File: src/rtl/vx_dispatch_pkg.sv
// rtl/vx_dispatch_pkg.sv - shared types, default widths and helpers for the dispatch route arbiter
//
// Purpose : common definitions imported by the dispatch interface, arbiter and top.
// Contents: default batch-id / size widths, default-width request struct,
//           owner-index width helper (never narrower than one bit).
package vx_dispatch_pkg;

    localparam int NB_WIDTH_DEF = 4;
    localparam int NC_WIDTH_DEF = 4;

    // Request payload at the default widths; the top rebuilds the same layout
    // at its own parameter widths.
    typedef struct packed {
        logic [NB_WIDTH_DEF-1:0] id;
        logic [NC_WIDTH_DEF-1:0] size_m1;
        logic [NC_WIDTH_DEF-1:0] core_id;
    } dispatch_req_t;

    // Width of a requester index; a single requester still needs a 1-bit field.
    function automatic int owner_width(input int num_reqs);
        return (num_reqs > 1) ? $clog2(num_reqs) : 1;
    endfunction

endpackage

File: src/rtl/vx_dispatch_route_arb_if.sv
// rtl/vx_dispatch_route_arb_if.sv - request/response bus bundle for the dispatch route arbiter
//
// Purpose : groups the per-requester request streams, the downstream dispatch
//           bus and the completion/route signals into one bundle.
// Modports: master - requester/engine side (drives requests, out_req_ready, responses)
//           slave  - arbiter side (accepts requests, drives dispatch bus and routed responses)
interface vx_dispatch_route_arb_if
    import vx_dispatch_pkg::*;
#(
    parameter int NUM_REQS = 4,
    parameter int NB_WIDTH = NB_WIDTH_DEF,
    parameter int NC_WIDTH = NC_WIDTH_DEF
);

    logic [NUM_REQS-1:0]          in_req_valid;
    logic [NUM_REQS*NB_WIDTH-1:0] in_req_id;
    logic [NUM_REQS*NC_WIDTH-1:0] in_req_size_m1;
    logic [NUM_REQS*NC_WIDTH-1:0] in_req_core_id;
    logic [NUM_REQS-1:0]          in_req_ready;

    logic                         out_req_valid;
    logic                         out_req_ready;
    logic [NB_WIDTH-1:0]          out_req_id;
    logic [NC_WIDTH-1:0]          out_req_size_m1;
    logic [NC_WIDTH-1:0]          out_req_core_id;

    logic                         out_rsp_valid;
    logic [NB_WIDTH-1:0]          out_rsp_id;
    logic [NUM_REQS-1:0]          in_rsp_valid;
    logic [NB_WIDTH-1:0]          in_rsp_id;
    logic                         rsp_drop;
    logic [NB_WIDTH:0]            pending_cnt;

    modport master (
        output in_req_valid, in_req_id, in_req_size_m1, in_req_core_id,
        input  in_req_ready,
        input  out_req_valid, out_req_id, out_req_size_m1, out_req_core_id,
        output out_req_ready,
        output out_rsp_valid, out_rsp_id,
        input  in_rsp_valid, in_rsp_id, rsp_drop, pending_cnt
    );

    modport slave (
        input  in_req_valid, in_req_id, in_req_size_m1, in_req_core_id,
        output in_req_ready,
        output out_req_valid, out_req_id, out_req_size_m1, out_req_core_id,
        input  out_req_ready,
        input  out_rsp_valid, out_rsp_id,
        output in_rsp_valid, in_rsp_id, rsp_drop, pending_cnt
    );

endinterface

File: src/rtl/vx_dispatch_rr_arb.sv
// rtl/vx_dispatch_rr_arb.sv - masked round-robin arbiter with internal priority pointer
//
// Purpose : picks the first masked-in request at or after the priority pointer.
// Ports   : clk, reset      - clock, async active-high reset
//           req_mask_i      - eligible requesters
//           enable_i        - grant is actually taken this cycle (advances pointer)
//           grant_o         - one-hot candidate (valid regardless of enable_i)
//           grant_idx_o     - index of the candidate
//           grant_valid_o   - some requester is masked in
module vx_dispatch_rr_arb
    import vx_dispatch_pkg::*;
#(
    parameter int NUM_REQS = 4,
    parameter int IDX_W    = owner_width(NUM_REQS)
) (
    input  logic                clk,
    input  logic                reset,
    input  logic [NUM_REQS-1:0] req_mask_i,
    input  logic                enable_i,
    output logic [NUM_REQS-1:0] grant_o,
    output logic [IDX_W-1:0]    grant_idx_o,
    output logic                grant_valid_o
);

    logic [IDX_W-1:0] ptr_q;
    logic [IDX_W-1:0] ptr_d;
    int               cand;

    // Scan NUM_REQS positions starting from the pointer, wrapping at NUM_REQS
    // so non-power-of-two requester counts never reach an unused index.
    always_comb begin
        grant_o       = '0;
        grant_idx_o   = '0;
        grant_valid_o = 1'b0;
        cand          = 0;
        for (int k = 0; k < NUM_REQS; k++) begin
            cand = int'(ptr_q) + k;
            if (cand >= NUM_REQS) begin
                cand = cand - NUM_REQS;
            end
            if (!grant_valid_o && req_mask_i[cand]) begin
                grant_valid_o = 1'b1;
                grant_o[cand] = 1'b1;
                grant_idx_o   = IDX_W'(cand);
            end
        end
    end

    always_comb begin
        ptr_d = ptr_q;
        if (enable_i && grant_valid_o) begin
            ptr_d = (grant_idx_o == IDX_W'(NUM_REQS - 1)) ? '0 : grant_idx_o + 1'b1;
        end
    end

    always_ff @(posedge clk or posedge reset) begin
        if (reset) begin
            ptr_q <= '0;
        end else begin
            ptr_q <= ptr_d;
        end
    end

endmodule

File: src/rtl/vx_dispatch_route_arb.sv
// rtl/vx_dispatch_route_arb.sv - N-to-1 dispatch arbiter with id tracking and response routing
//
// Purpose : merges NUM_REQS request streams onto one dispatch bus with
//           round-robin fairness, records the owner of every accepted batch id
//           and routes each completion back to that owner only.
// Ports   : clk   - clock
//           reset - async active-high reset
//           bus   - slave side of vx_dispatch_route_arb_if (request streams,
//                   dispatch bus, completion input, routed completion, rsp_drop,
//                   pending_cnt)
module vx_dispatch_route_arb
    import vx_dispatch_pkg::*;
#(
    parameter int NUM_REQS  = 4,
    parameter int NB_WIDTH  = NB_WIDTH_DEF,
    parameter int NC_WIDTH  = NC_WIDTH_DEF,
    parameter int OUT_BUF   = 1,
    parameter int RSP_BCAST = 0
) (
    input  logic                    clk,
    input  logic                    reset,
    vx_dispatch_route_arb_if.slave  bus
);

    localparam int OW    = owner_width(NUM_REQS);
    localparam int DEPTH = 1 << NB_WIDTH;

    typedef struct packed {
        logic [NB_WIDTH-1:0] id;
        logic [NC_WIDTH-1:0] size_m1;
        logic [NC_WIDTH-1:0] core_id;
    } req_t;

    // Tracking table and response register
    logic [DEPTH-1:0]    busy_q;
    logic [OW-1:0]       owner_q [DEPTH];
    logic [NB_WIDTH:0]   pending_q;
    logic [NB_WIDTH:0]   pending_d;
    logic                rsp_v_q;
    logic [NB_WIDTH-1:0] rsp_id_q;

    req_t                req_in [NUM_REQS];
    logic [NUM_REQS-1:0] eligible;
    logic [NUM_REQS-1:0] grant;
    logic [OW-1:0]       grant_idx;
    logic                grant_any;
    logic                cap;
    logic                arb_en;
    logic                accept;
    req_t                acc_req;
    logic                rsp_hit;
    logic [NUM_REQS-1:0] rsp_vec;

    // A requester whose id is still outstanding is masked out so it cannot
    // block others behind it.
    always_comb begin
        eligible = '0;
        for (int i = 0; i < NUM_REQS; i++) begin
            req_in[i].id      = bus.in_req_id[i*NB_WIDTH +: NB_WIDTH];
            req_in[i].size_m1 = bus.in_req_size_m1[i*NC_WIDTH +: NC_WIDTH];
            req_in[i].core_id = bus.in_req_core_id[i*NC_WIDTH +: NC_WIDTH];
            eligible[i]       = bus.in_req_valid[i] && !busy_q[req_in[i].id];
        end
    end

    vx_dispatch_rr_arb #(
        .NUM_REQS (NUM_REQS),
        .IDX_W    (OW)
    ) u_rr_arb (
        .clk           (clk),
        .reset         (reset),
        .req_mask_i    (eligible),
        .enable_i      (arb_en),
        .grant_o       (grant),
        .grant_idx_o   (grant_idx),
        .grant_valid_o (grant_any)
    );

    // Two eligible requesters with the same id cannot both win: the grant is
    // one-hot, and the loser sees the busy bit next cycle.
    assign arb_en           = cap & ~reset;
    assign accept           = grant_any & arb_en;
    assign acc_req          = req_in[grant_idx];
    assign bus.in_req_ready = grant & {NUM_REQS{arb_en}};

    // Retire uses the pre-update busy bit, so an id accepted this cycle can
    // never be retired by a response arriving in the same cycle.
    assign rsp_hit      = rsp_v_q &  busy_q[rsp_id_q];
    assign bus.rsp_drop = rsp_v_q & ~busy_q[rsp_id_q];

    always_comb begin
        rsp_vec = '0;
        for (int i = 0; i < NUM_REQS; i++) begin
            rsp_vec[i] = rsp_hit && ((RSP_BCAST != 0) || (owner_q[rsp_id_q] == OW'(i)));
        end
    end

    assign bus.in_rsp_valid = rsp_vec;
    assign bus.in_rsp_id    = rsp_id_q;
    assign bus.pending_cnt  = pending_q;

    always_comb begin
        pending_d = pending_q;
        case ({accept, rsp_hit})
            2'b10:   pending_d = pending_q + 1'b1;
            2'b01:   pending_d = pending_q - 1'b1;
            default: pending_d = pending_q;
        endcase
    end

    always_ff @(posedge clk or posedge reset) begin
        if (reset) begin
            busy_q    <= '0;
            pending_q <= '0;
            rsp_v_q   <= 1'b0;
            rsp_id_q  <= '0;
        end else begin
            rsp_v_q   <= bus.out_rsp_valid;
            rsp_id_q  <= bus.out_rsp_id;
            pending_q <= pending_d;
            if (rsp_hit) begin
                busy_q[rsp_id_q] <= 1'b0;
            end
            if (accept) begin
                busy_q[acc_req.id] <= 1'b1;
            end
        end
    end

    // Owner entries are only meaningful while the busy bit is set.
    always_ff @(posedge clk) begin
        if (accept) begin
            owner_q[acc_req.id] <= grant_idx;
        end
    end

    if (OUT_BUF != 0) begin : g_buf
        // Two-slot elastic stage: slot0 is always the head. Capacity depends
        // only on slot1 occupancy, so in_req_ready never sees out_req_ready.
        req_t slot0_q;
        req_t slot1_q;
        logic v0_q;
        logic v1_q;
        logic pop;

        assign cap = ~v1_q;
        assign pop = v0_q & bus.out_req_ready;

        always_ff @(posedge clk or posedge reset) begin
            if (reset) begin
                v0_q    <= 1'b0;
                v1_q    <= 1'b0;
                slot0_q <= '0;
                slot1_q <= '0;
            end else if (pop) begin
                if (v1_q) begin
                    slot0_q <= slot1_q;
                    v1_q    <= 1'b0;
                end else if (accept) begin
                    slot0_q <= acc_req;
                end else begin
                    v0_q    <= 1'b0;
                end
            end else if (accept) begin
                if (!v0_q) begin
                    slot0_q <= acc_req;
                    v0_q    <= 1'b1;
                end else begin
                    slot1_q <= acc_req;
                    v1_q    <= 1'b1;
                end
            end
        end

        assign bus.out_req_valid   = v0_q;
        assign bus.out_req_id      = slot0_q.id;
        assign bus.out_req_size_m1 = slot0_q.size_m1;
        assign bus.out_req_core_id = slot0_q.core_id;
    end else begin : g_comb
        // Valid reflects the current candidate independently of out_req_ready.
        assign cap                 = bus.out_req_ready;
        assign bus.out_req_valid   = grant_any & ~reset;
        assign bus.out_req_id      = acc_req.id;
        assign bus.out_req_size_m1 = acc_req.size_m1;
        assign bus.out_req_core_id = acc_req.core_id;
    end

endmodule

File: src/flat_wrapper.sv
// flat-port wrapper written by rule: the top's interface ports become plain ports
module vx_dispatch_route_arb_flat import vx_dispatch_pkg::*;
#(
    parameter int NUM_REQS  = 4,
    parameter int NB_WIDTH  = NB_WIDTH_DEF,
    parameter int NC_WIDTH  = NC_WIDTH_DEF,
    parameter int OUT_BUF   = 1,
    parameter int RSP_BCAST = 0
)
  (clk, reset, bus_in_req_valid, bus_in_req_id, bus_in_req_size_m1, bus_in_req_core_id, bus_in_req_ready, bus_out_req_valid, bus_out_req_id, bus_out_req_size_m1, bus_out_req_core_id, bus_out_req_ready, bus_out_rsp_valid, bus_out_rsp_id, bus_in_rsp_valid, bus_in_rsp_id, bus_rsp_drop, bus_pending_cnt);
  vx_dispatch_route_arb_if #(.NUM_REQS(NUM_REQS), .NB_WIDTH(NB_WIDTH), .NC_WIDTH(NC_WIDTH)) bus_i ();
  input  logic clk;
  input  logic reset;
  input wire logic [$bits(bus_i.in_req_valid)-1:0] bus_in_req_valid;
  input wire logic [$bits(bus_i.in_req_id)-1:0] bus_in_req_id;
  input wire logic [$bits(bus_i.in_req_size_m1)-1:0] bus_in_req_size_m1;
  input wire logic [$bits(bus_i.in_req_core_id)-1:0] bus_in_req_core_id;
  output wire logic [$bits(bus_i.in_req_ready)-1:0] bus_in_req_ready;
  output wire logic [$bits(bus_i.out_req_valid)-1:0] bus_out_req_valid;
  output wire logic [$bits(bus_i.out_req_id)-1:0] bus_out_req_id;
  output wire logic [$bits(bus_i.out_req_size_m1)-1:0] bus_out_req_size_m1;
  output wire logic [$bits(bus_i.out_req_core_id)-1:0] bus_out_req_core_id;
  input wire logic [$bits(bus_i.out_req_ready)-1:0] bus_out_req_ready;
  input wire logic [$bits(bus_i.out_rsp_valid)-1:0] bus_out_rsp_valid;
  input wire logic [$bits(bus_i.out_rsp_id)-1:0] bus_out_rsp_id;
  output wire logic [$bits(bus_i.in_rsp_valid)-1:0] bus_in_rsp_valid;
  output wire logic [$bits(bus_i.in_rsp_id)-1:0] bus_in_rsp_id;
  output wire logic [$bits(bus_i.rsp_drop)-1:0] bus_rsp_drop;
  output wire logic [$bits(bus_i.pending_cnt)-1:0] bus_pending_cnt;
  assign bus_i.in_req_valid = bus_in_req_valid;
  assign bus_i.in_req_id = bus_in_req_id;
  assign bus_i.in_req_size_m1 = bus_in_req_size_m1;
  assign bus_i.in_req_core_id = bus_in_req_core_id;
  assign bus_in_req_ready = bus_i.in_req_ready;
  assign bus_out_req_valid = bus_i.out_req_valid;
  assign bus_out_req_id = bus_i.out_req_id;
  assign bus_out_req_size_m1 = bus_i.out_req_size_m1;
  assign bus_out_req_core_id = bus_i.out_req_core_id;
  assign bus_i.out_req_ready = bus_out_req_ready;
  assign bus_i.out_rsp_valid = bus_out_rsp_valid;
  assign bus_i.out_rsp_id = bus_out_rsp_id;
  assign bus_in_rsp_valid = bus_i.in_rsp_valid;
  assign bus_in_rsp_id = bus_i.in_rsp_id;
  assign bus_rsp_drop = bus_i.rsp_drop;
  assign bus_pending_cnt = bus_i.pending_cnt;
  vx_dispatch_route_arb #(.NUM_REQS(NUM_REQS), .NB_WIDTH(NB_WIDTH), .NC_WIDTH(NC_WIDTH), .OUT_BUF(OUT_BUF), .RSP_BCAST(RSP_BCAST)) u_core (.clk(clk), .reset(reset), .bus(bus_i));
endmodule
File: config.mk
export PLATFORM = sky130hd
export DESIGN_NAME = vx_dispatch_route_arb_flat
export DESIGN_NICKNAME = d
export VERILOG_FILES = /design/src/rtl/vx_dispatch_pkg.sv /design/src/rtl/vx_dispatch_route_arb_if.sv /design/src/rtl/vx_dispatch_rr_arb.sv /design/src/rtl/vx_dispatch_route_arb.sv /design/src/flat_wrapper.sv
export SDC_FILE = /design/constraint.sdc
export NUM_CORES = 1
export LEC_CHECK = 0
export CAP_MARGIN = 40
export CORE_ASPECT_RATIO = 1.4
export CORE_MARGIN = 10
export CORE_UTILIZATION = 45
export CTS_CLUSTER_DIAMETER = 200
export DETAILED_ROUTE_END_ITERATION = 10
export PLACE_DENSITY = 0.74
export SYNTH_ARGS = -nofsm -noshare
export SYNTH_HDL_FRONTEND = slang
export SYNTH_SLANG_ARGS = --single-unit
File: constraint.sdc
create_clock -name clk -period 4 [get_ports clk]
set_input_delay 0.8 -clock clk [delete_from_list [all_inputs] [get_ports clk]]
set_output_delay 0.8 -clock clk [all_outputs]
set_load 0.01 [all_outputs]
==> results of run 1 <==
[layer usage]
metal | track usage (%) | wire length [um] | vias to the layer above
li1 | - | - | 2275
met1 | 22.9 | 6490 | 2509
met2 | 33.6 | 8850 | 205
met3 | 3.39 | 972 | 53
met4 | 10.6 | 764 | 0
met5 | 0 | 0 | -
[what timing repair did]
action,CTS,global route
resized for setup,58,17
endpoints found under the setup margin,76,47
buffers inserted,11,2
pin swaps,9,12
cloned,1,0
[state kept, by name, indices dropped and copies added (netlist names)]
register / count
u_core.bus.in_rsp_id: 4
u_core.bus.out_req_core_id: 4
u_core.bus.out_req_id: 4
u_core.bus.out_req_size_m1: 4
u_core.bus.out_req_valid: 1
u_core.bus.pending_cnt: 5
u_core.busy_q: 16
u_core.g_buf.slot1_q: 12
u_core.g_buf.v1_q: 1
u_core.owner_q: 32
u_core.rsp_v_q: 1
u_core.u_rr_arb.ptr_q: 2
[through the flow]
stage / utilization [%] / hold WS (ns) / instances
finish: 63.3 / 0.467 / 820
global route: 63.3 / 0.499 / 820
CTS: 63.1 / 0.469 / 819
detailed placement: 59.8 / 0.456 / 791
global placement: 59.8 / 0.459 / 791
floorplan: - / 0.447 / 490
[where the power goes]
group | internal [uW] | switching (uW)
clock | 461 | 323
combinational | 1850 | 1850
sequential | 1290 | 313
total | 3600 | 2490
[final timing paths]
check                                            end                      start  cells after the start  slack [ns]
setup / recovery                 bus_in_req_ready[1]          bus_in_req_id[14]                     12      -0.006
max in group asynchronous    u_core.bus.in_rsp_id[0]                      reset                      3        2.36
setup reg to reg                u_core.owner_q[6][0]           u_core.busy_q[4]                     10        0.28
hold reg to reg            u_core.bus.pending_cnt[4]  u_core.bus.pending_cnt[4]                      1        0.47
hold / removal             u_core.bus.pending_cnt[4]  u_core.bus.pending_cnt[4]                      1        0.47
min in group asynchronous  u_core.bus.pending_cnt[0]                      reset                      2        0.80
[worst max-delay path: cells and delay by family]
family | cells | cell delay (ns)
multiplexers | 4 | 1.22
buffers and inverters | 4 | 0.55
AO/OA/AOI/OAI | 3 | 0.52
AND/OR/NAND/NOR | 1 | 0.11
[layout make-up]
class                           instances  area, um2
Inverter                               12       45.0
Timing Repair Buffer                  192       1690
Sequential cell                        86       2310
Fill cell                             950       4520
Multi-Input combinational cell        364       3270
Clock buffer                           14        265
Tap cell                              150        188
Clock inverter                          2       15.0
[cells by family (layout without fill, tap and decap cells)]
group,Yosys count,after routing,synth area share (%)
AOI/OAI and AO/OA,131,131,17.0
and+or+nand+nor,123,123,10.8
buffers and inverters,40,220,3.23
xor gates and xnor gates,6,6,0.929
muxes,93,93,24.7
DFF,86,86,40.9
adders and majority gates,11,11,2.43
[layout by cell type (no fill, tap or decap), types with 13 or more instances in the layout]
| cell | Yosys | final |
|---|---|---|
| a22o_1 | 17 | 17 |
| nand2_1 | 29 | 28 |
| o31ai_1 | 16 | 16 |
| a21oi_1 | 19 | 16 |
| mux4_2 | 35 | 35 |
| dfrtp_1 | 54 | 53 |
| nand2b_1 | 14 | 14 |
| buf_4 | 1 | 93 |
| a21o_1 | 13 | 13 |
| nor2_1 | 24 | 23 |
| edfxtp_1 | 32 | 32 |
| mux2i_1 | 40 | 40 |
| o21ai_0 | 23 | 23 |
| mux2_2 | 16 | 16 |
| clkdlybuf4s50_1 | 0 | 74 |
==> flow_summary_export.csv, run 1 <==
group,metric,value,unit
status,status,"complete, but fails checks",
status,violations,"negative setup slack",
power,power_density,781,nW/um2
sta,setup_tns,-0.00585,ns
clocking,cts_max_level,3,
synthesis,yosysWarningCount,0,
placement,port_buffers,90,
sta,finalWorstSetupSlack,-0.00585,ns
clocking,cts.hold.buffers_added,0,
power,power,6090,uW
setup_path,crit_required,3.20,ns
global_route,grt_pass1_vias,5378,
detailed_routing,routed_wl,17.1,mm
global_route,grt_max_degree,34,
floorplanning,die_area,17500,um2
clocking,cts_buffers,9,
synthesis,syn-cell-area,5660,um2
floorplanning,die_y,153,um
cells_and_area,diodes,0,
cells_and_area,area_delta_synth_final,37.8,%
sta,finalHoldViolCount,0,
cells_and_area,fin_area,7790,um2
synthesis,synth-seq-area-share,40.9,%
placement,postPlaceCellArea,7360,um2
detailed_routing,vias,5042,
synthesis,yosys_register_bits,86,
synthesis,synthTopCellsByCount,"dfrtp_1 (54), mux2i_1 (40), mux4_2 (35), edfxtp_1 (32), nand2_1 (29)",
detailed_routing,viasPerCell,6.15,
detailed_routing,drt_iter0_drc,291,
sta,period_needed,4.01,ns
setup_path,arrival,3.21,ns
clocking,clock_latency,0.34,ns
sta,worst_slew_pin_slew,0.702,ns
detailed_routing,routedWlPerCell,20.8,um
synthesis,yosys_most_used_dff,"dfrtp_1",
sta,slew_headroom,53.0,%
synthesis,yosys.area.top_type,"dfrtp_1",
setup_path,slowest_delay,0.52,ns
detailed_routing,final_antenna_net_count,0,
global_route,antenna_found_initial,0,
synthesis,synth_cell_types,60,
floorplanning,core,12300,um2
synthesis,synth_area_leaders,"dfrtp_1 (24%), edfxtp_1 (17%), mux4_2 (14%)",
placement,gp_congestion,0.913,
floorplanning,rows,48,
synthesis,synthCells,490,
setup_path,cp_max_fo,5,
sta,finalClockSkew,0.0116,ns
floorplanning,die_w,115,um
placement,dp_hpwl,12.9,mm
clocking,tritoncts,"built",
cells_and_area,finalNetCount,736,
floorplanning,io_pins,91,
global_route,grt_pass1_wl,28.1,mm
floorplanning,start_util,45.9,%
setup_path,crit_chain,"buf_8 -> buf_12 -> mux2i_1 -> mux4_2 -> a22o_1 -> mux4_2 -> buf_6 -> nor2_4 -> a22o_1 -> mux2i_1 -> a21oi_1 -> buf_2",
cells_and_area,drive_gt1_share,32.1,%
detailed_routing,drt_pass1_iterations,5,
setup_path,slowest_stage,"mux4_2",
synthesis,syn_nets,561,
worst_hold_path,hp-class,"reg2reg",
setup_path,critical_path_class,"in2out",
run,cap_violations,0,
clocking,cts.sinks,86,
synthesis,synth_area_per_cell,11.5,um2
sta,fmax,250,MHz
sta,slew_viol_final,0,
power,leakagePower,0.00323,uW
clocking,path_clk_slew,0.07,ns
synthesis,synth_async_sr_flop_share,62.8,%
synthesis,synth_most_common_cell,"dfrtp_1",
global_route,overflow,0,
clocking,cts_root_buffer,"clkbuf_16",
global_route,track_usage,19.8,%
setup_path,worstSetupEndpointType,"primary output",
setup_path,worstSetupStartpointType,"input port",
sta,finalCritPeriodShare,100,%
synthesis,synth_edf_count,32,
power,ir_drop,0.442,mV
clocking,clock_path_buffers,2,
sta,setup_viol,1,
sta,rsz0062_at_grt,"yes",
detailed_routing,drc,0,
synthesis,netlist.area_leader.share,23.9,%
placement,dp_slack,-0.838,ns
Note: power is estimated with default switching activity, not from simulation.
==> run 2, diff against run 1 <==
--- a/config.mk
+++ b/config.mk
@@ -8,10 +8,10 @@
 export CAP_MARGIN = 40
 export CORE_ASPECT_RATIO = 1.4
 export CORE_MARGIN = 10
-export CORE_UTILIZATION = 45
+export CORE_UTILIZATION = 50
 export CTS_CLUSTER_DIAMETER = 200
 export DETAILED_ROUTE_END_ITERATION = 10
-export PLACE_DENSITY = 0.74
+export PLACE_DENSITY = 0.8
 export SYNTH_ARGS = -nofsm -noshare
 export SYNTH_HDL_FRONTEND = slang
 export SYNTH_SLANG_ARGS = --single-unit
==> flow_summary_export.csv, run 2 (synthesized netlist as in run 1, its figures left out) <==
group,metric,value,unit
placement,postPlaceCellArea,7340,um2
cells_and_area,multiInputGateArea,3380,um2
worst_hold_path,hold_depth,1,
setup_path,r2r_start,"u_core.busy_q[9]",
sta,worst_slew_pin_slew,0.708,ns
floorplanning,die_area,16000,um2
power,swShare,41.9,%
global_route,antenna_found_initial,0,
floorplanning,rows,45,
clocking,clock_latency,0.35,ns
power,p_seq_share,24.3,%
global_route,track_usage,22.2,%
cells_and_area,largest_reg_flops,32,
setup_path,r2r-end,"u_core.g_buf.slot1_q[10]",
placement,port_buffers,90,
setup_path,crit_top_cell,"buf_4",
worst_hold_path,min_to,"u_core.bus.pending_cnt[4]",
clocking,path_clk_slew,0.07,ns
sta,finalWorstSetupSlack,0.0225,ns
global_route,grt_pass1_vias,5458,
cells_and_area,final_common_cell,"buf_4",
detailed_routing,vias,5151,
global_route,grt_pass1_wl,28.6,mm
sta,period_needed,3.98,ns
setup_path,critical_path_class,"in2reg",
run,cap_violations,0,
clocking,cts_root_buffer,"clkbuf_16",
setup_path,r2r_setup_slack,0.23,ns
detailed_routing,drt_pass1_iterations,5,
global_route,overflow,0,
setup_path,arrival,4.20,ns
power,p_sw,2800,uW
floorplanning,start_util,51.5,%
floorplanning,die_y,146,um
cells_and_area,regArea,2310,um2
cells_and_area,regMostFlops,"u_core.owner_q",
setup_path,worstSetupEndpointType,"flop",
power,power_density,835,nW/um2
clocking,cts_max_level,3,
cells_and_area,diodes,0,
cells_and_area,n_fill_cell,722,
power,internal-power,3870,uW
floorplanning,io_pins,91,
cells_and_area,drive_gt1_share,34.2,%
cells_and_area,finalNetCount,741,
setup_path,crit_required,4.23,ns
sta,finalCritPeriodShare,99.4,%
placement,dp_hpwl,13.0,mm
detailed_routing,viasPerCell,6.31,
sta,slew_viol_final,0,
power,combPwrFrac,62.9,%
cells_and_area,area_delta_synth_final,41.3,%
power,leakagePower,0.00334,uW
floorplanning,die_w,110,um
placement,gp_congestion,0.897,
clocking,clock_path_buffers,2,
clocking,cts.sinks,86,
detailed_routing,final_antenna_net_count,0,
setup_path,crit_chain,"buf_8 -> buf_12 -> mux2i_1 -> mux4_2 -> buf_6 -> a221o_1 -> o31a_1 -> buf_4 -> a211oi_1 -> o21a_4 -> a21oi_4 -> buf_6 -> buf_4 -> buf_4 -> mux4_2 -> mux2_2",
sta,finalHoldViolCount,0,
cells_and_area,fin_area,7990,um2
setup_path,cp_max_fo,8,
worst_hold_path,min_from,"u_core.bus.pending_cnt[4]",
setup_path,slowest_stage,"mux4_2",
sta,fmax,251,MHz
setup_path,worstSetupStartpointType,"input port",
setup_path,r2r_cells,14,
setup_path,slowest_delay,0.51,ns
sta,setup_viol,0,
clocking,tritoncts,"built",
global_route,grt_max_degree,41,
floorplanning,core,11000,um2
detailed_routing,drc,0,
detailed_routing,routedWlPerCell,22.5,um
cells_and_area,largestRegisters,"u_core.owner_q (32), u_core.busy_q (16), u_core.g_buf.slot1_q (12)",
detailed_routing,drt_iter0_drc,374,
sta,rsz0062_at_grt,"yes",
power,clockPowerShare,12.8,%
cells_and_area,final_cell_mix,"buf_4 (89), clkdlybuf4s50_1 (74), dfrtp_1 (54)",
sta,setup_tns,0,ns
clocking,cts_buffers,9,
detailed_routing,routed_wl,18.3,mm
worst_hold_path,hp-class,"reg2reg",
placement,dp_slack,-0.772,ns
sta,slew_headroom,52.7,%
sta,finalClockSkew,0.00945,ns
status,status,"finished, final reports clean",
power,ir_drop,0.458,mV
power,power,6670,uW
[run 2: cell count changes in the layout (fill, tap and decap cells not counted), sizes merged]
cell           change
buf                +5
bufinv             +1
clkbuf             -4
clkdlybuf4s15      -1
clkinv             +1
clkinvlp           +1
inv                +2
[run 2: what timing repair did]
| action | 4_1_cts | 5_1_grt |
|---|---|---|
| gates cloned | 1 | 1 |
| setup buffers | 7 | 9 |
| pin swaps | 14 | 16 |
| endpoints found under the setup margin | 73 | 59 |
| hold buffers | 0 | 0 |
| gates resized for setup | 61 | 47 |
[run 2: area by class of cell]
| class | count | share of cell area [%] |
|---|---|---|
| clock inverters | 7 | 1.00 |
| inverters | 12 | 0.564 |
| clock buffers | 9 | 2.82 |
| multi-input cells | 364 | 42.3 |
| flip-flops and latches | 86 | 28.9 |
| well taps | 141 | 2.21 |
| repair buffers | 197 | 22.2 |
[run 2: power groups by stage]
stage	Clock, uW	Sequential [uW]	Combinational (uW)
floorplan	0	1540	2200
global placement	0	1600	3460
detailed placement	0	1610	3570
CTS	861	1600	3720
global route	899	1640	4490
finish	854	1620	4200
[run 2: critical path, delay by kind of cell]
kind	cells	cell delay [ns]
AO/OA/AOI/OAI	5	1.20
buffers and inverters	7	0.97
multiplexers	4	1.25
[run 2: layer usage]
metal  vias up  wire length [um]  GRT usage [%]
li1       2281                 -              -
met1      2579              6710           25.5
met2       235              9830           38.3
met3        56              1120           4.25
met4         0               656           9.79
met5         -                 0              0
[run 2: worst max path at each step]
stage / start / endpoint / slack [ns] / depth (start not counted)
6_report: bus_in_req_id[14] / u_core.g_buf.slot1_q[10] / 0.02 / 16
5_1_grt: bus_in_req_id[14] / bus_in_req_ready[0] / -0.1 / 13
4_1_cts: bus_in_req_id[5] / u_core.busy_q[11] / 0.004 / 14
3_5_place_dp: bus_in_req_id[9] / bus_in_req_ready[2] / -0.77 / 13
3_3_place_gp: bus_in_req_id[9] / bus_in_req_ready[2] / -0.76 / 11
2_1_floorplan: bus_in_req_id[6] / u_core.owner_q[0][0] / -0.02 / 11
[run 2: metrics by stage]
| stage | hold slack, ns | util [%] | instances |
|---|---|---|---|
| 2_1_floorplan | 0.447 | - | 490 |
| 3_3_place_gp | 0.454 | 66.7 | 782 |
| 3_5_place_dp | 0.469 | 66.9 | 783 |
| 4_1_cts | 0.478 | 70.9 | 807 |
| 5_1_grt | 0.506 | 72.8 | 816 |
| 6_report | 0.475 | 72.8 | 816 |
